### src/rtl/ypbpr_pkg.sv
// ----------------------------------------------------------------------------
// ypbpr_pkg
// Shared constants and helpers for the YPbPr colour-space path (decoder and
// encoder). Holds the fixed-point BT.601-style coefficients (x256 scale), the
// chroma offset, the rounding constant, the intermediate arithmetic width and
// the pipeline depth, plus the sync/mode bundle type carried alongside pixels.
// ----------------------------------------------------------------------------
package ypbpr_pkg;

   // Signed intermediate width; wide enough that no product or sum can wrap.
   localparam int IW         = 20;
   // Data and sync latency in clock cycles.
   localparam int PIPE_DEPTH = 3;

   // Colour-difference coefficients, scaled by 256.
   localparam logic signed [IW-1:0] COEF_R_CR = 20'sd359;
   localparam logic signed [IW-1:0] COEF_G_CB = 20'sd88;
   localparam logic signed [IW-1:0] COEF_G_CR = 20'sd183;
   localparam logic signed [IW-1:0] COEF_B_CB = 20'sd454;

   // Chroma zero level and round-half-up constant for the x256 sums.
   localparam logic [8:0]           CHROMA_OFS = 9'd128;
   localparam logic signed [IW-1:0] ROUND_C    = 20'sd128;

   // Timing bits that travel down the pipeline with each pixel.
   typedef struct packed {
      logic hsync;
      logic vsync;
      logic csync;
      logic de;
      logic ypbpr_en;
   } sync_bundle_t;

   // Remove the 128 chroma offset and sign-extend to the intermediate width.
   function automatic logic signed [IW-1:0] chroma_ext(input logic [7:0] c);
      logic signed [8:0] d;
      d = $signed({1'b0, c} - CHROMA_OFS);
      return {{(IW-9){d[8]}}, d};
   endfunction

   // Saturate a rounded x256 sum to an unsigned byte.
   function automatic logic [7:0] clamp_u8(input logic signed [IW-1:0] s);
      logic [7:0] r;
      if (s < 20'sd0) begin
         r = 8'd0;
      end else if (s >= 20'sd65536) begin
         r = 8'd255;
      end else begin
         r = s[15:8];
      end
      return r;
   endfunction

endpackage

### src/rtl/ypbpr_sync_delay.sv
// ----------------------------------------------------------------------------
// ypbpr_sync_delay
// Fixed 3-stage shift register for {hsync, vsync, csync, de, ypbpr_en}.
// Bits are only delayed, never modified. Asynchronous active-high reset
// clears every stage to 0.
// Ports:
//   clk     in   pixel clock
//   reset   in   asynchronous active-high reset
//   bits_i  in   bundle sampled this cycle
//   tap_o   out  bundle after two stages (aligned with the stage-3 input)
//   bits_o  out  bundle after three stages (aligned with the stage-3 output)
// ----------------------------------------------------------------------------
module ypbpr_sync_delay
   import ypbpr_pkg::*;
(
   input  logic         clk,
   input  logic         reset,
   input  sync_bundle_t bits_i,
   output sync_bundle_t tap_o,
   output sync_bundle_t bits_o
);

   sync_bundle_t [PIPE_DEPTH-1:0] stage_d;
   sync_bundle_t [PIPE_DEPTH-1:0] stage_q;

   // Next state: shift one position, new bundle enters at index 0.
   always_comb begin
      stage_d = {stage_q[PIPE_DEPTH-2:0], bits_i};
   end

   // Shift register with asynchronous clear.
   always_ff @(posedge clk or posedge reset) begin
      if (reset) begin
         stage_q <= '0;
      end else begin
         stage_q <= stage_d;
      end
   end

   assign tap_o  = stage_q[PIPE_DEPTH-2];
   assign bits_o = stage_q[PIPE_DEPTH-1];

endmodule

### src/rtl/ypbpr_decode.sv
// ----------------------------------------------------------------------------
// ypbpr_decode
// Pipelined YPbPr -> RGB decoder with saturation and per-pixel bypass.
//   Stage 1: offset-corrected chroma products and Y*256.
//   Stage 2: rounded x256 sums.
//   Stage 3: clamped bytes (decode) or the raw word (bypass).
// Data and hsync/vsync/csync/de all leave exactly 3 cycles after entry.
// Ports:
//   clk, reset            pixel clock, asynchronous active-high reset
//   ypbpr_en              1 = decode din, 0 = pass din through (per pixel)
//   hsync/vsync/csync/de  timing inputs, delayed verbatim
//   din[23:0]             {Pr, Y, Pb} in decode mode, {R, G, B} in bypass
//   dout[23:0]            {R, G, B}
//   hsync_o..de_o         timing outputs aligned with dout
// Build option:
//   YPBPR_DEC_BLANK_EN    when defined, dout is forced to 0 on every cycle
//                         where the delayed de is 0 (both modes).
// ----------------------------------------------------------------------------
module ypbpr_decode
   import ypbpr_pkg::*;
(
   input  logic        clk,
   input  logic        reset,
   input  logic        ypbpr_en,
   input  logic        hsync,
   input  logic        vsync,
   input  logic        csync,
   input  logic        de,
   input  logic [23:0] din,
   output logic [23:0] dout,
   output logic        hsync_o,
   output logic        vsync_o,
   output logic        csync_o,
   output logic        de_o
);

`ifdef YPBPR_DEC_BLANK_EN
   localparam logic BLANK_EN = 1'b1;
`else
   localparam logic BLANK_EN = 1'b0;
`endif

   // Stage 1
   logic signed [IW-1:0] y_d, y_q;
   logic signed [IW-1:0] r_cr_d, r_cr_q;
   logic signed [IW-1:0] g_cb_d, g_cb_q;
   logic signed [IW-1:0] g_cr_d, g_cr_q;
   logic signed [IW-1:0] b_cb_d, b_cb_q;
   logic [23:0]          raw1_d, raw1_q;
   // Stage 2
   logic signed [IW-1:0] r_sum_d, r_sum_q;
   logic signed [IW-1:0] g_sum_d, g_sum_q;
   logic signed [IW-1:0] b_sum_d, b_sum_q;
   logic [23:0]          raw2_d, raw2_q;
   // Stage 3
   logic [23:0]          pix_s;
   logic [23:0]          dout_d, dout_q;

   logic signed [IW-1:0] cb_s, cr_s;
   sync_bundle_t         sync_in_s, sync_tap_s, sync_out_s;
   logic                 sync_unused_s;

   // Pack the timing and mode bits that ride along with the pixel.
   always_comb begin
      sync_in_s.hsync    = hsync;
      sync_in_s.vsync    = vsync;
      sync_in_s.csync    = csync;
      sync_in_s.de       = de;
      sync_in_s.ypbpr_en = ypbpr_en;
   end

   ypbpr_sync_delay u_sync_delay (
      .clk    (clk),
      .reset  (reset),
      .bits_i (sync_in_s),
      .tap_o  (sync_tap_s),
      .bits_o (sync_out_s)
   );

   // Stage-1 next state: chroma offsets and coefficient products.
   always_comb begin
      cb_s   = chroma_ext(din[7:0]);
      cr_s   = chroma_ext(din[23:16]);
      y_d    = {4'd0, din[15:8], 8'd0};
      r_cr_d = cr_s * COEF_R_CR;
      g_cb_d = cb_s * COEF_G_CB;
      g_cr_d = cr_s * COEF_G_CR;
      b_cb_d = cb_s * COEF_B_CB;
      raw1_d = din;
   end

   // Stage-2 next state: rounded sums, bypass word carried alongside.
   always_comb begin
      r_sum_d = y_q + r_cr_q + ROUND_C;
      g_sum_d = y_q - g_cb_q - g_cr_q + ROUND_C;
      b_sum_d = y_q + b_cb_q + ROUND_C;
      raw2_d  = raw1_q;
   end

   // Stage-3 next state: mode select uses the mode bit travelling with this
   // pixel (two-stage tap), so toggling ypbpr_en never mixes neighbours.
   always_comb begin
      if (sync_tap_s.ypbpr_en) begin
         pix_s = {clamp_u8(r_sum_q), clamp_u8(g_sum_q), clamp_u8(b_sum_q)};
      end else begin
         pix_s = raw2_q;
      end
      if (BLANK_EN && !sync_tap_s.de) begin
         dout_d = 24'h000000;
      end else begin
         dout_d = pix_s;
      end
   end

   // Data pipeline registers, all cleared asynchronously.
   always_ff @(posedge clk or posedge reset) begin
      if (reset) begin
         y_q     <= '0;
         r_cr_q  <= '0;
         g_cb_q  <= '0;
         g_cr_q  <= '0;
         b_cb_q  <= '0;
         raw1_q  <= '0;
         r_sum_q <= '0;
         g_sum_q <= '0;
         b_sum_q <= '0;
         raw2_q  <= '0;
         dout_q  <= '0;
      end else begin
         y_q     <= y_d;
         r_cr_q  <= r_cr_d;
         g_cb_q  <= g_cb_d;
         g_cr_q  <= g_cr_d;
         b_cb_q  <= b_cb_d;
         raw1_q  <= raw1_d;
         r_sum_q <= r_sum_d;
         g_sum_q <= g_sum_d;
         b_sum_q <= b_sum_d;
         raw2_q  <= raw2_d;
         dout_q  <= dout_d;
      end
   end

   // Tap bits with no consumer here: the stage-3 mode bit (the mux decides one
   // stage earlier) and the early sync copies.
   assign sync_unused_s = ^{sync_out_s.ypbpr_en, sync_tap_s.hsync,
                            sync_tap_s.vsync, sync_tap_s.csync};

   assign dout    = dout_q;
   assign hsync_o = sync_out_s.hsync;
   assign vsync_o = sync_out_s.vsync;
   assign csync_o = sync_out_s.csync;
   assign de_o    = sync_out_s.de;

endmodule

### config.mk
export PLATFORM = sky130hd
export DESIGN_NAME = ypbpr_decode
export DESIGN_NICKNAME = d
export VERILOG_FILES = /design/src/rtl/ypbpr_pkg.sv /design/src/rtl/ypbpr_sync_delay.sv /design/src/rtl/ypbpr_decode.sv
export SDC_FILE = /design/constraint.sdc
export NUM_CORES = 1
export LEC_CHECK = 0
export ABC_AREA = 1
export BUFFER_PORTS_ARGS = -buffer_cell sky130_fd_sc_hd__buf_2
export CAP_MARGIN = 20
export CORE_MARGIN = 10
export CORE_UTILIZATION = 42
export DETAILED_ROUTE_END_ITERATION = 8
export HOLD_SLACK_MARGIN = 0.03
export SLEW_MARGIN = 25
export SYNTH_ARGS = -nofsm -noshare
export SYNTH_HDL_FRONTEND = slang
export SYNTH_SLANG_ARGS = --single-unit
### constraint.sdc
create_clock -name clk -period 6.63 [get_ports clk]
set_input_delay 0.3315 -clock clk [delete_from_list [all_inputs] [get_ports clk]]
set_output_delay 0.3315 -clock clk [all_outputs]
set_load 0.005 [all_outputs]
==> results.yml <==
status:
  status: "complete, no violations"
logic_synthesis:
  ys_seq_elements: 176
  synth_warnings: 0
  ys_types: 35
  synth_fp_nets: 1669
  syn-mean-instance-area_um2: 9.090
  async_flop_share_pct: 100.0
  synth_area_um2: 12530
  synth_edf_count: 0
  yosysSeqAreaShare_pct: 35.16
  ys.flop_type: "dfrtp_1"
  synthCells: 1378
timing:
  worst_pin_slew_ns: 0.8335
  clock.fmax_mhz: 235.9
  rsz0062_at_grt: "false"
  setup_tns_ns: 0
  finalCriticalPeriod_ns: 4.239
  fin_skew_ns: 0.01248
  max_slew_margin_pct: 44.43
  slew_violations: 0
  finalHoldViolations: 0
  whs_ns: 0.01535
  setup_viol: 0
  period_share_pct: 63.94
detailed_routing:
  vias: 8810
  via_per_inst: 4.729
  drt_iter0_markers: 551
  post_drt_wl_per_cell_um: 14.36
  first_pass_iters: 5
  ant_nets: 0
  drc_errors: 0
  wl_um: 26760
placement:
  place_hpwl_um: 21740
  io_buffers: 58
  gp_congestion: 0.8981
run:
  maxCapViolations: 0
floorplan:
  io_pins: 59
  die_h_um: 192.7
  start_util_pct: 42.37
  die-width_um: 192.7
  fp.dieArea_um2: 37130
  num_rows: 63
  core_area_um2: 29560
power:
  leakage_nw: 7.731
  power_w: 0.005467
  ir_worst_vdd_v: 0.0002023
  p_per_area_nw_per_um2: 390.7
global_routing:
  grt_usage_pct: 15.22
  grt_overflow: 0
  first_global_vias: 9076
  grt_antenna_before_repair: 0
  grt_pass1_wl_um: 45360
  grt_max_degree: 111
worst_setup_path:
  critPathTopFamily: "adder cells"
  cp_slowest_cell: "fa_1"
  cp.arrival_ns: 4.56
  required_ns: 6.95
  r2r-start: "raw1_q[14]"
  start_kind: "input pin"
  worst-setup-path-type: "in -> reg"
  cpPeakStageDelay_ns: 0.56
  critPathMostFrequentCell: "nand2_1"
  startpoint: "din[23]"
  crit_chain: "buf_2 > inv_1 > ha_1 > inv_1 > ha_1 > fa_1 > fa_1 > inv_1 > fa_1 > inv_1 > ha_1 > a21oi_1 > nand2_1 > nand2_1 > nand2_1 > nand2_1 > nand3_1 > nand2_1 > nand2_1"
  end_kind: "register"
  cp_num_buf_inv: 5
  crit_fanout: 15
finish:
  nets: 1751
  areaGrowthSynthToFinish_pct: 11.72
  n_antenna_cell: 0
  drive_above_1_share_pct: 7.536
  fin_util_pct: 47.34
  fillers: 2786
clock_network:
  cts.clk_slew.worst_paths_ns: 0.07
  worst_skew_pair.late_latency_ns: 0.43
  post_cts_resized: 0
  htree_levels: 4
  cts_buffers: 17
  clockBufferDepth: 2
  cts-root-buf: "clkbuf_16"
  cts_setup_buffers: 0
  cts_sinks: 176
  ctsHoldBuffers: 12
  cts_tree: "built"
worst_hold_path:
  min_path_type: "in -> async"
[layout make-up]
cell class | count | area, um2 | share of cell area, %
clock buffers | 20 | 446.7 | 3.192
repair buffers | 72 | 425.4 | 3.040
flip-flops and latches | 176 | 4404 | 31.47
well taps | 390 | 488.0 | 3.487
clock inverters | 12 | 145.1 | 1.037
multi-input cells | 925 | 7066 | 50.49
inverters | 268 | 1018 | 7.278
[sequential cells by signal (all words and copies together) (netlist names), 14 cells and up]
signal / count
g_cr_q: 17
raw1_q: 24
dout: 24
raw2_q: 24
b_cb_q: 14
[through the flow]
step / cell area [um2] / worst slack [ns] / instances
2_1_floorplan: 12530 / 1.525 / 1378
6_report: 13990 / 2.391 / 1863
5_1_grt: 13990 / 2.075 / 1863
3_5_place_dp: 13280 / 1.963 / 1819
3_3_place_gp: 13280 / 2.080 / 1819
4_1_cts: 13990 / 2.416 / 1863
[routing by layer]
layer  global-route usage, %  wire length [um]  share of wire, %
met1                   21.20             13080                49
met2                   24.61             12180                46
met3                   1.970              1169               4.4
met4                   3.608               326               1.2
met5                       0                 0                 0
[where the power goes]
part / internal, W / switching [W] / leakage (nW) / total (W)
clock network: 0.000574 / 0.000426 / 0.288 / 0.000999
registers: 0.00140 / 0.000103 / 2.07 / 0.00150
logic: 0.00111 / 0.00185 / 5.38 / 0.00296
[worst paths after layout]
path	slack [ns]	to	cells after the start
setup / recovery	2.39	r_cr_q[17]	19
hold reg to reg	0.34	raw2_q[1]	0
min in group clk	0.04	raw1_q[8]	1
setup reg to reg	4.31	g_sum_q[19]	10
max in group asynchronous	5.29	raw1_q[8]	3
hold / removal	0.02	u_sync_delay.tap_o[0]	2
[worst reg2reg max path: stages, from the launching register on]
cell     delay, ns
dfrtp_1       0.57
fa_1          0.49
ha_1          0.39
a21oi_1       0.23
o21ai_1       0.09
inv_1         0.10
nor2_1        0.05
nor2_1        0.12
nand2_1       0.06
nand2_1       0.06
nand2_1       0.05
[cells in the mapped netlist, types with 12 or more instances]
| master | number | share of area (%) |
|---|---|---|
| a21o_1 | 15 | 0.90 |
| a21oi_1 | 53 | 2.1 |
| dfrtp_1 | 176 | 35 |
| fa_1 | 70 | 11 |
| ha_1 | 190 | 19 |
| inv_1 | 261 | 7.8 |
| nand2_1 | 285 | 8.5 |
| nand3_1 | 74 | 3.0 |
| nand4_1 | 12 | 0.60 |
| nor2_1 | 72 | 2.2 |
| o21ai_0 | 31 | 1.2 |
| xnor2_1 | 20 | 1.4 |
| xor2_1 | 48 | 3.4 |
[logic make-up after synthesis]
kind of cell,after synthesis,synth area share [%]
adders and majority gates,260,30.17
AOI/OAI and AO/OA,129,5.864
xor gates and xnor gates,68,4.755
DFF,176,35.16
and+or+nand+nor,468,15.62
buffers and inverters,277,8.431
[cell usage in the layout (no fill, tap or decap), types with 3 or more instances in the layout]
cell type      count
inv_1            260
dfrtp_1          176
nand3b_1           3
or3_1              3
fa_1              70
ha_1             190
a21o_1            15
nor3_1             5
nand2_2            5
inv_2              4
a31oi_1            8
nor2_1            72
nand2_1          285
dlygate4sd3_1     12
inv_6              5
xor2_1            48
o21ai_0           31
nand4_1           12
nand3_1           74
xnor2_1           20
buf_2             58
clkinv_4           3
a21oi_1           53
clkbuf_16         17
o21ai_1            7
o21bai_1           9
(Power assumes the default switching activity.)
